File: config.mk
export PLATFORM = sky130hd
export DESIGN_NAME = fifo_wr_arbiter_flat
export DESIGN_NICKNAME = d
export VERILOG_FILES = /design/src/rtl/fifo_wr_arbiter_if.sv /design/src/rtl/fifo_wr_arbiter.sv /design/src/flat_wrapper.sv
export SDC_FILE = /design/constraint.sdc
export NUM_CORES = 1
export LEC_CHECK = 0
export BUFFER_PORTS_ARGS = -buffer_cell sky130_fd_sc_hd__buf_2
export CAP_MARGIN = 20
export CORE_AREA = 4 4 125 127
export CTS_CLUSTER_SIZE = 20
export DETAILED_ROUTE_END_ITERATION = 7
export DIE_AREA = 0 0 129 131
export SKIP_CTS_REPAIR_TIMING = 1
export SLEW_MARGIN = 10
export SYNTH_ARGS = -nofsm -noshare
export SYNTH_HDL_FRONTEND = slang
export SYNTH_SLANG_ARGS = --single-unit
File: constraint.sdc
create_clock -name clk_i -period 3 [get_ports clk_i]
set_input_delay 0.6 -clock clk_i [delete_from_list [all_inputs] [get_ports clk_i]]
set_output_delay 0.6 -clock clk_i [all_outputs]
set_load 0.05 [all_outputs]
File: src/rtl/fifo_wr_arbiter_if.sv
// Write-port bundle between requesters, the arbiter and the FIFO.
// stall_cnt_o exists only when FIFO_WR_ARB_STATS_EN is defined.
interface fifo_wr_arbiter_if #(
  parameter int DATA_WIDTH = 64,
  parameter int NUM_REQ    = 4
);
  logic [NUM_REQ-1:0]            req_i;
  logic [NUM_REQ*DATA_WIDTH-1:0] data_i;
  logic [NUM_REQ-1:0]            gnt_o;
  logic                          fifo_full_i;
  logic                          fifo_wr_en_o;
  logic [DATA_WIDTH-1:0]         fifo_data_o;
  logic                          busy_o;
`ifdef FIFO_WR_ARB_STATS_EN
  logic [15:0]                   stall_cnt_o;

  modport master (
    output req_i, data_i, fifo_full_i,
    input  gnt_o, fifo_wr_en_o, fifo_data_o,
    input  busy_o, stall_cnt_o
  );

  modport slave (
    input  req_i, data_i, fifo_full_i,
    output gnt_o, fifo_wr_en_o, fifo_data_o,
    output busy_o, stall_cnt_o
  );
`else
  modport master (
    output req_i, data_i, fifo_full_i,
    input  gnt_o, fifo_wr_en_o, fifo_data_o,
    input  busy_o
  );

  modport slave (
    input  req_i, data_i, fifo_full_i,
    output gnt_o, fifo_wr_en_o, fifo_data_o,
    output busy_o
  );
`endif
endinterface

File: src/rtl/fifo_wr_arbiter.sv
// Round-robin burst arbiter for a shared FIFO write port.
// Optional stall counter enabled by FIFO_WR_ARB_STATS_EN.
module fifo_wr_arbiter #(
  parameter int DATA_WIDTH = 64,
  parameter int NUM_REQ    = 4,
  parameter int MAX_BURST  = 8
) (
  input  logic               clk_i,
  input  logic               rst_i,
  fifo_wr_arbiter_if.slave   bus
);

  localparam int PW = (NUM_REQ > 1) ? $clog2(NUM_REQ) : 1;
  localparam int BW = $clog2(MAX_BURST + 1);

  localparam logic [PW-1:0] LAST    = PW'(NUM_REQ - 1);
  localparam logic [BW-1:0] CNT_MAX = BW'(MAX_BURST);

  typedef enum logic {
    IDLE,
    BURST
  } state_t;

  state_t        state, state_nx;
  logic [PW-1:0] owner, owner_nx;
  logic [PW-1:0] rr_ptr, rr_nx;
  logic [BW-1:0] beat_cnt, cnt_nx;
  logic [BW-1:0] cnt_inc;

  logic [PW-1:0] winner;
  logic          found;
  logic          own_req;
  logic          full;
  logic          take;
  logic [PW-1:0] sel;

  function automatic logic [PW-1:0] wrap_inc(
    input logic [PW-1:0] p
  );
    return (p == LAST) ? '0 : p + PW'(1);
  endfunction

  assign full    = bus.fifo_full_i;
  assign own_req = bus.req_i[owner];
  assign cnt_inc = beat_cnt + BW'(1);

  // First request at or after rr_ptr, wrapping.
  always_comb begin
    int idx;
    idx    = 0;
    winner = rr_ptr;
    found  = 1'b0;
    for (int i = 0; i < NUM_REQ; i++) begin
      idx = int'(rr_ptr) + i;
      if (idx >= NUM_REQ) idx = idx - NUM_REQ;
      if (!found && bus.req_i[idx]) begin
        found  = 1'b1;
        winner = PW'(idx);
      end
    end
  end

  always_ff @(posedge clk_i or posedge rst_i) begin
    if (rst_i) begin
      state    <= IDLE;
      owner    <= '0;
      rr_ptr   <= '0;
      beat_cnt <= '0;
    end else begin
      state    <= state_nx;
      owner    <= owner_nx;
      rr_ptr   <= rr_nx;
      beat_cnt <= cnt_nx;
    end
  end

  always_comb begin
    state_nx = state;
    owner_nx = owner;
    rr_nx    = rr_ptr;
    cnt_nx   = beat_cnt;
    unique case (state)
      IDLE: begin
        if (found && !full) begin
          if (MAX_BURST == 1) begin
            rr_nx = wrap_inc(winner);
          end else begin
            state_nx = BURST;
            owner_nx = winner;
            cnt_nx   = BW'(1);
          end
        end
      end
      BURST: begin
        // A dropped request ends the burst; full only pauses it.
        if (!own_req) begin
          state_nx = IDLE;
          rr_nx    = wrap_inc(owner);
          cnt_nx   = '0;
        end else if (!full) begin
          if (cnt_inc == CNT_MAX) begin
            state_nx = IDLE;
            rr_nx    = wrap_inc(owner);
            cnt_nx   = '0;
          end else begin
            cnt_nx = cnt_inc;
          end
        end
      end
      default: state_nx = IDLE;
    endcase
  end

  always_comb begin
    take = 1'b0;
    sel  = winner;
    if (!rst_i && !full) begin
      unique case (state)
        IDLE: begin
          take = found;
          sel  = winner;
        end
        BURST: begin
          take = own_req;
          sel  = owner;
        end
        default: take = 1'b0;
      endcase
    end
  end

  always_comb begin
    bus.gnt_o       = '0;
    bus.fifo_data_o = '0;
    if (take) begin
      bus.gnt_o[sel]  = 1'b1;
      bus.fifo_data_o =
        bus.data_i[int'(sel)*DATA_WIDTH +: DATA_WIDTH];
    end
  end

  assign bus.fifo_wr_en_o = take;
  assign bus.busy_o       = (state == BURST);

`ifdef FIFO_WR_ARB_STATS_EN
  logic [15:0] stall_cnt;

  always_ff @(posedge clk_i or posedge rst_i) begin
    if (rst_i) begin
      stall_cnt <= '0;
    end else if ((|bus.req_i) && full &&
                 (stall_cnt != 16'hFFFF)) begin
      stall_cnt <= stall_cnt + 16'd1;
    end
  end

  assign bus.stall_cnt_o = stall_cnt;
`endif

endmodule

File: src/flat_wrapper.sv
// flat-port wrapper written by rule: the top's interface ports become plain ports
module fifo_wr_arbiter_flat 
#(
  parameter int DATA_WIDTH = 64,
  parameter int NUM_REQ    = 4,
  parameter int MAX_BURST  = 8
)
  (clk_i, rst_i, bus_req_i, bus_data_i, bus_fifo_full_i, bus_gnt_o, bus_fifo_wr_en_o, bus_fifo_data_o, bus_busy_o);
  fifo_wr_arbiter_if #(.DATA_WIDTH(DATA_WIDTH), .NUM_REQ(NUM_REQ)) bus_i ();
  input  logic clk_i;
  input  logic rst_i;
  input wire logic [$bits(bus_i.req_i)-1:0] bus_req_i;
  input wire logic [$bits(bus_i.data_i)-1:0] bus_data_i;
  input wire logic [$bits(bus_i.fifo_full_i)-1:0] bus_fifo_full_i;
  output wire logic [$bits(bus_i.gnt_o)-1:0] bus_gnt_o;
  output wire logic [$bits(bus_i.fifo_wr_en_o)-1:0] bus_fifo_wr_en_o;
  output wire logic [$bits(bus_i.fifo_data_o)-1:0] bus_fifo_data_o;
  output wire logic [$bits(bus_i.busy_o)-1:0] bus_busy_o;
  assign bus_i.req_i = bus_req_i;
  assign bus_i.data_i = bus_data_i;
  assign bus_i.fifo_full_i = bus_fifo_full_i;
  assign bus_gnt_o = bus_i.gnt_o;
  assign bus_fifo_wr_en_o = bus_i.fifo_wr_en_o;
  assign bus_fifo_data_o = bus_i.fifo_data_o;
  assign bus_busy_o = bus_i.busy_o;
  fifo_wr_arbiter #(.DATA_WIDTH(DATA_WIDTH), .NUM_REQ(NUM_REQ), .MAX_BURST(MAX_BURST)) u_core (.clk_i(clk_i), .rst_i(rst_i), .bus(bus_i));
endmodule
---- Yosys cells after proc, flatten, opt, wreduce, memory -nomap -nowiden ----
Index checks and enable logic that the tools add are counted.
W data, S select, Z words.
operators by class
  multiplexer cells ....................... 48
  reduce and logical (&&, ||, !) cells .... 14
  bitwise operators ....................... 1
  eq/ne operators ......................... 6
  shifts and indexed selects .............. 1
  add/sub/neg operators ................... 9
  order comparisons ....................... 11
operators with widths
  operator                 count
  $shiftx A256 B9 Y64      1
  $lt A32 B4 Y1 const B    4
  $mux W32                 4
  $ge A32 B4 Y1 const B    3
  $sub A32 B4 Y32 const B  3
  $mux W64                 1
  $mux W4                  5
  $mux W1                  19
  $mux W2                  9
  $bmux W1 S2              5
  $pmux W4 S2              1
  $add A2 B2 Y3 const B    2
  $logic_and A1 B1 Y1      6
  $lt A2 B3 Y1 const B     2
  $logic_not A1 Y1         5
  $add A4 B1 Y4 const B    1
  $eq A4 B4 Y1 const B     1
  $ne A2 B2 Y1 const B     2
  $pmux W1 S2              2
  $pmux W2 S2              1
  $reduce_and A2 Y1        2
  $sub A2 B3 Y4 const B    1
  $add A2 B1 Y3 const B    1
  $ge A2 B3 Y1 const B     1
  8 further kinds          8
storage, ports and cells
  logic and storage cells ................. 94
  flip-flop bits (word level) ............. 9

---- Logic depth before layout (Yosys ltp) ----
Gate-level depths: netlist of the first run.
  word-level depth ........................ 22
  mapped depth ............................ 8

---- Worst setup path before layout of the first run ----
Ideal clock, no wire load.
  kind .................................... register to output
  start point ............................. register u_core.state (netlist: u_core.bus.busy_o)
  end point ............................... output port bus_fifo_data_o[10]
  path slack .............................. -0.292 ns
  buffers on the path ..................... 2
  arrival ................................. 2.692 ns
  cell stages (with the launch flop) ...... 8
  cells stage by stage .................... dfrtp_1 > nor3b_4 > nand2_1 > nor2_1 > buf_2 > clkbuf_1 > a222oi_1 > a31oi_1
on the way
  longest elaborated chain between the ends .. 5
  elaborated cells between the ends (all ways) .. 7
  those cells by class .................... 1 x shift; 5 x mux; 1 x bitwise
RTL lines
  what                    line                    RTL
  from (decl)             fifo_wr_arbiter.sv:24   state_t state, state_nx;
  from (signal assigned)  fifo_wr_arbiter.sv:70   state <= state_nx;
  $not A1 Y1              fifo_wr_arbiter.sv:118  unique case (state)
  $pmux W2 S2             fifo_wr_arbiter.sv:118
  $mux W2                 fifo_wr_arbiter.sv:117  if (!rst_i && !full) begin
  $shiftx A256 B9 Y64     fifo_wr_arbiter.sv:138  bus.data_i[int'(sel)*DATA_WIDTH +: DATA_WIDTH];
  $mux W64 *              fifo_wr_arbiter.sv:135  if (take) begin
  to (decl)               flat_wrapper.sv:17      output wire logic [$bits(bus_i.fifo_data_o)-1:0] bus_fifo_data_o;
Mark *: on every way between the ends. The rest lies on a longest branch, timed or not.

---- Worst setup path in the final report of the first run ----
  start point ............................. input port bus_fifo_full_i
  end point ............................... output port bus_fifo_data_o[16]
on the way
  longest elaborated chain between the ends .. 5
  elaborated cells between the ends (all ways) .. 6
  those cells by class .................... 1 x shift; 3 x mux; 2 x reduce/logical
RTL lines
  what                   line                    RTL
  from (decl)            flat_wrapper.sv:14      input wire logic [$bits(bus_i.fifo_full_i)-1:0] bus_fifo_full_i;
  $logic_not A1 Y1 *     fifo_wr_arbiter.sv:117
  $logic_and A1 B1 Y1 *  fifo_wr_arbiter.sv:117
  $mux W2                fifo_wr_arbiter.sv:117
  $shiftx A256 B9 Y64    fifo_wr_arbiter.sv:138
  $mux W64 *             fifo_wr_arbiter.sv:135
Marks and branches as above.

==> results of run 1 <==
==> registers in the layout, indices dropped and copies added, names as in the netlist <==
name / flops
u_core.beat_cnt: 4
u_core.owner: 2
u_core.rr_ptr: 2
u_core.bus.busy_o: 1
==> final cells by class <==
cell class / count / area, sq um / share of cell area [%]
clock buffers: 4 / 78.8 / 1.01
well taps: 184 / 230 / 2.95
inverters: 7 / 26.3 / 0.336
repair buffers: 440 / 3280 / 42.0
flip-flops and latches: 9 / 225 / 2.88
multi-input cells: 465 / 3970 / 50.8
==> stage by stage <==
stage / power, mW / setup TNS, ps
after global placement: 4.96 / -2970
after global routing: 5.88 / -2870
final: 5.55 / -75.7
after detailed placement: 4.98 / -3240
after CTS: 5.24 / -3470
after floorplan: 3.32 / -41.6
==> worst paths after layout <==
| check | cells past startpoint | endpoint | start |
|---|---|---|---|
| worst max-delay path | 9 | bus_fifo_data_o[16] | bus_fifo_full_i |
| worst min-delay path | 2 | u_core.beat_cnt[2] | rst_i |
| worst max register to register | 6 | u_core.beat_cnt[3] | u_core.owner[0] |
| worst min register to register | 1 | u_core.beat_cnt[3] | u_core.beat_cnt[3] |
| max in group asynchronous | 2 | u_core.beat_cnt[3] | rst_i |
| min in group clk_i | 1 | u_core.beat_cnt[3] | u_core.beat_cnt[3] |
==> layer usage <==
layer	up-vias	routed length (um)	GRT usage (%)
li1	3056	-	-
met1	3124	8690	29.3
met2	414	11300	43.0
met3	35	2100	2.93
met4	0	420	6.05
met5	-	0	0
==> critical path, cell delays in order <==
cell and delay [ps]:
buf_2 120, nor3b_4 260, mux2i_2 290, o31ai_4 150
buf_12 190, a222oi_1 330, buf_4 190, a31oi_4 80
clkbuf_4 220
==> power by group <==
| part | total (mW) | switching [mW] | internal [mW] |
|---|---|---|---|
| clock network | 0.232 | 0.0548 | 0.177 |
| registers | 0.250 | 0.0802 | 0.169 |
| logic | 5.07 | 2.93 | 2.14 |
==> logic make-up after synthesis <==
kind of cell / Yosys count / share of synthesized area, %
muxes: 5 / 1.79
and+or+nand+nor: 106 / 15.1
AOI/OAI and AO/OA: 351 / 64.8
buffers and inverters: 88 / 11.4
xor gates and xnor gates: 1 / 0.236
adders and majority gates: 2 / 0.674
DFF: 9 / 6.07
==> cells in the mapped netlist, types with 2 or more instances <==
cell	number	share of area [%]
o21bai_1	3	0.61
buf_4	2	0.40
nor3_1	2	0.27
o21a_1	3	0.61
mux2_2	3	0.91
ha_1	2	0.67
o31ai_1	3	0.61
a222oi_1	64	17
buf_6	7	2.1
clkbuf_1	45	4.6
nor2_1	12	1.2
nor2b_1	5	0.84
a21oi_1	3	0.40
dfrtp_1	9	6.1
o21ai_1	65	8.8
nand2_1	8	0.81
a31oi_1	66	11
buf_2	25	3.4
a21o_1	64	13
nand3_1	67	9.0
o21ai_0	72	9.7
inv_1	7	0.71
nor3b_1	3	0.61
==> metrics.txt, run 1 <==
post-synthesis sequential area ratio=6.07%; fin crit share=102%; clock sink count=9; critical path required time=2400 ps; first-pass GRT wire length=32.6 mm; DP Area=0.00726 sq mm; placed cells=1103; die area=0.0169 sq mm; WS Path Type=input pin to primary output; Worst EP arrival=2450 ps; DRT iter0 DRCs=603; Post-Syn Nets=827; skew final=3.46 ps; power per cell area=711 mW/mm^2; root buffer cell=clkbuf_16; commonest non-fill, non-tap cell in the layout=buf_2; MaxCap Viol Count=0; Post-Syn Area per Cell=6.60 sq um; drt total wl=22.5 mm; Worst Tran Pin Value=453 ps; Ant. Diodes=0; number of remaining DRC errors=4; maximum VDD drop=0.000311 V; reg2reg setup slack=1100 ps; Slew Limit Fails=0; final hold vios=0; htree depth=1; Starting Density=25.7%; vias in the first global route=6289; Fill cells=1360; largest net degree at the start of global routing=40; initial antenna violation count=0; GRT Residual Overflow=0; library cells used by synthesis=45; failing checks=design-rule violations, negative setup slack; detailed-route via count=6629; Main synth FF type=dfrtp_1; Setup WS post-layout=-47.5 ps; Total Routing Usage GR=23.6%; Highest Clock Rate=0.328 GHz; Clock Latency Late Sink=230 ps; Antenna Violating Nets Remaining=0; RSZ-0062 raised after global routing=yes; fin area=0.00781 sq mm; drt first pass iters=8; Die W=129 um; Die H=131 um; Crit Path Max Fanout=23; cell count after synthesis=562; # rows=44; # port buffers=332; Post-Synthesis Cell Area=0.00371 sq mm; clock buffer depth=2; max_slew headroom=69.5%; synth warn=0; status=finished, violations left; #FFs+latches synth=9; Setup-failing EPs final=4; worst hold slack=373 ps; DR vias/cell=5.98; Worst-path clk slew=40 ps; Nets=1191; Hold/Removal Path Class=input pin to asynchronous set/reset pin; core area=0.0144 sq mm; share of layout cells above drive strength 1=57.4%; GP Congestion=0.860; Setup crit start kind=input pin; non-filler cells, final=1109; fin crit period=3050 ps; Avg WL per Cell=20.3 um; # IOs=333; most frequent cells in the layout=268 x buf_2, 78 x buf_4, 72 x o21ai_1; DP Worst Slack=-143 ps; area delta synth->final=111%; Finished Core Util=54.2%; CTS tree=built; Synth async-reset ratio=100%; CTS buffer count=3; DP Wirelength=17.0 mm; crit end category=primary output; LEAKAGE=3.18 nW; EDFF count, synth=0
Note: power is estimated with default switching activity, not from simulation.
==> run 2, diff against run 1 <==
- BUFFER_PORTS_ARGS: -buffer_cell sky130_fd_sc_hd__buf_2 -> -buffer_cell sky130_fd_sc_hd__buf_4
==> run 2 against run 1 <==
Compared with the run above: the flow still finishes with violations (design-rule violations, negative setup slack); register-to-register slack worse by 30 ps; sequential share of layout area is 0.13 points lower; global-route usage is 2.5 points higher; count of clock-buffer cells in the layout stayed put; sequential power hardly changed; via count is 0.60% lower.
==> metrics.txt, run 2 (synthesized netlist as in run 1, its figures left out) <==
status=finished, violations left; failing checks=design-rule violations, negative setup slack; Ant. Diodes=0; Worst-path clk slew=40 ps; r2r worst-path depth=6; WS Path Type=input pin to primary output; # rows=44; share of layout cells above drive strength 1=55.5%; number of remaining DRC errors=4; initial antenna violation count=0; met3 wire length=2.29 mm; non-filler cells, final=1072; Highest Clock Rate=0.322 GHz; clock sink count=9; Worst Tran Pin Value=498 ps; power per cell area=684 mW/mm^2; drt total wl=24.5 mm; reg2reg setup slack=1070 ps; RSZ-0062 raised after global routing=yes; fin crit period=3110 ps; max reg flops=4; Avg WL per Cell=22.9 um; max_slew headroom=66.8%; Worst path max stage delay=450 ps; total power=5.62 mW; most frequent cells in the layout=303 x buf_4, 71 x o21ai_0, 68 x buf_6; Nets=1154; LEAKAGE=3.24 nW; GP Congestion=0.869; Clock Latency Late Sink=230 ps; commonest non-fill, non-tap cell in the layout=buf_4; CP cell instances=buf_8, nor3b_4, mux2i_2, o31ai_4, buf_4, clkbuf_16, a222oi_1, a31oi_4, buf_6; DR vias/cell=6.15; Largest regs=u_core.beat_cnt: 4 flops, u_core.owner: 2 flops, u_core.rr_ptr: 2 flops; die area=0.0169 sq mm; final hold vios=0; wl on met1=9.10 mm; placed cells=1059; core area=0.0144 sq mm; skew final=3.67 ps; Hold/Removal Path Class=input pin to asynchronous set/reset pin; Max Used Layer=met4; GRT Residual Overflow=0; largest net degree at the start of global routing=43; first-pass GRT wire length=36.0 mm; Die H=131 um; maximum VDD drop=0.000313 V; clock buffer depth=2; vias in the first global route=6848; # port buffers=332; htree depth=1; # IOs=333; drt first pass iters=8; CTS tree=built; detailed-route via count=6589; Setup crit start kind=input pin; Slew Limit Fails=0; root buffer cell=clkbuf_16; met2 wire length=12.4 mm; Die W=129 um; crit end category=primary output; Worst EP arrival=2510 ps; Antenna Violating Nets Remaining=0; fin crit share=104%; DRT iter0 DRCs=671; Crit Path Max Fanout=16; CTS buffer count=3; MaxCap Viol Count=0; Setup WS post-layout=-109 ps; Critical-path top delay cell=a222oi_1; Setup-failing EPs final=58; area delta synth->final=122%; total negative setup slack=-3420 ps; Total Routing Usage GR=26.1%; Largest Register=u_core.beat_cnt; Starting Density=25.7%; critical path required time=2400 ps; DP Wirelength=17.7 mm
==> run 2: cell count changes in the layout (fill, tap and decap cells not counted), moves of 2 or more <==
cell | previous run | this run
o21ai_1 | 72 | 64
buf_12 | 31 | 25
buf_2 | 268 | 0
buf_6 | 58 | 68
clkbuf_16 | 5 | 8
clkbuf_4 | 2 | 0
o21ai_0 | 62 | 71
buf_4 | 78 | 303
==> run 2: worst paths after layout <==
| kind | startpoint | end |
|---|---|---|
| worst max-delay path | bus_fifo_full_i | bus_fifo_data_o[50] |
| worst min-delay path | rst_i | u_core.bus.busy_o |
| worst max register to register | u_core.owner[0] | u_core.beat_cnt[2] |
| worst min register to register | u_core.beat_cnt[3] | u_core.beat_cnt[3] |
| max in group asynchronous | rst_i | u_core.rr_ptr[0] |
| min in group clk_i | u_core.beat_cnt[3] | u_core.beat_cnt[3] |
==> run 2: area by class of cell <==
type / count / area [sq um]
Clock buffer: 4 / 78.8
Fill cell: 1301 / 6200
Inverter: 7 / 26.3
Multi-Input combinational cell: 465 / 3960
Sequential cell: 9 / 226
Tap cell: 184 / 230
Timing Repair Buffer: 403 / 3700
==> run 2: critical path: cells and delay by family <==
kind,cells,cell delay [ps]
AND/OR/NAND/NOR,1,260
multiplexers,1,310
AO/OA/AOI/OAI,3,700
buffers and inverters,4,630
==> run 2: where the power goes <==
part / internal (mW) / switching [mW] / total [mW]
Combinational: 2.16 / 2.99 / 5.14
Sequential: 0.171 / 0.0769 / 0.248
Clock: 0.177 / 0.0550 / 0.232
==> run 2: metal layers <==
layer  vias up  track usage [%]
li1       2975                -
met1      3152             31.0
met2       412             47.7
met3        50             3.78
met4         0             8.96
met5         -                0
==> run 2: per-stage QoR <==
stage	hold WS, ps	area (sq um)	utilization, %	worst slack, ps
6_report	454	8220	57.0	-109
5_1_grt	480	8220	57.0	-198
4_1_cts	503	7770	53.9	-97.3
3_5_place_dp	529	7690	53.3	-96.0
3_3_place_gp	513	7690	53.3	-61.5
2_1_floorplan	428	4550	-	-41.6
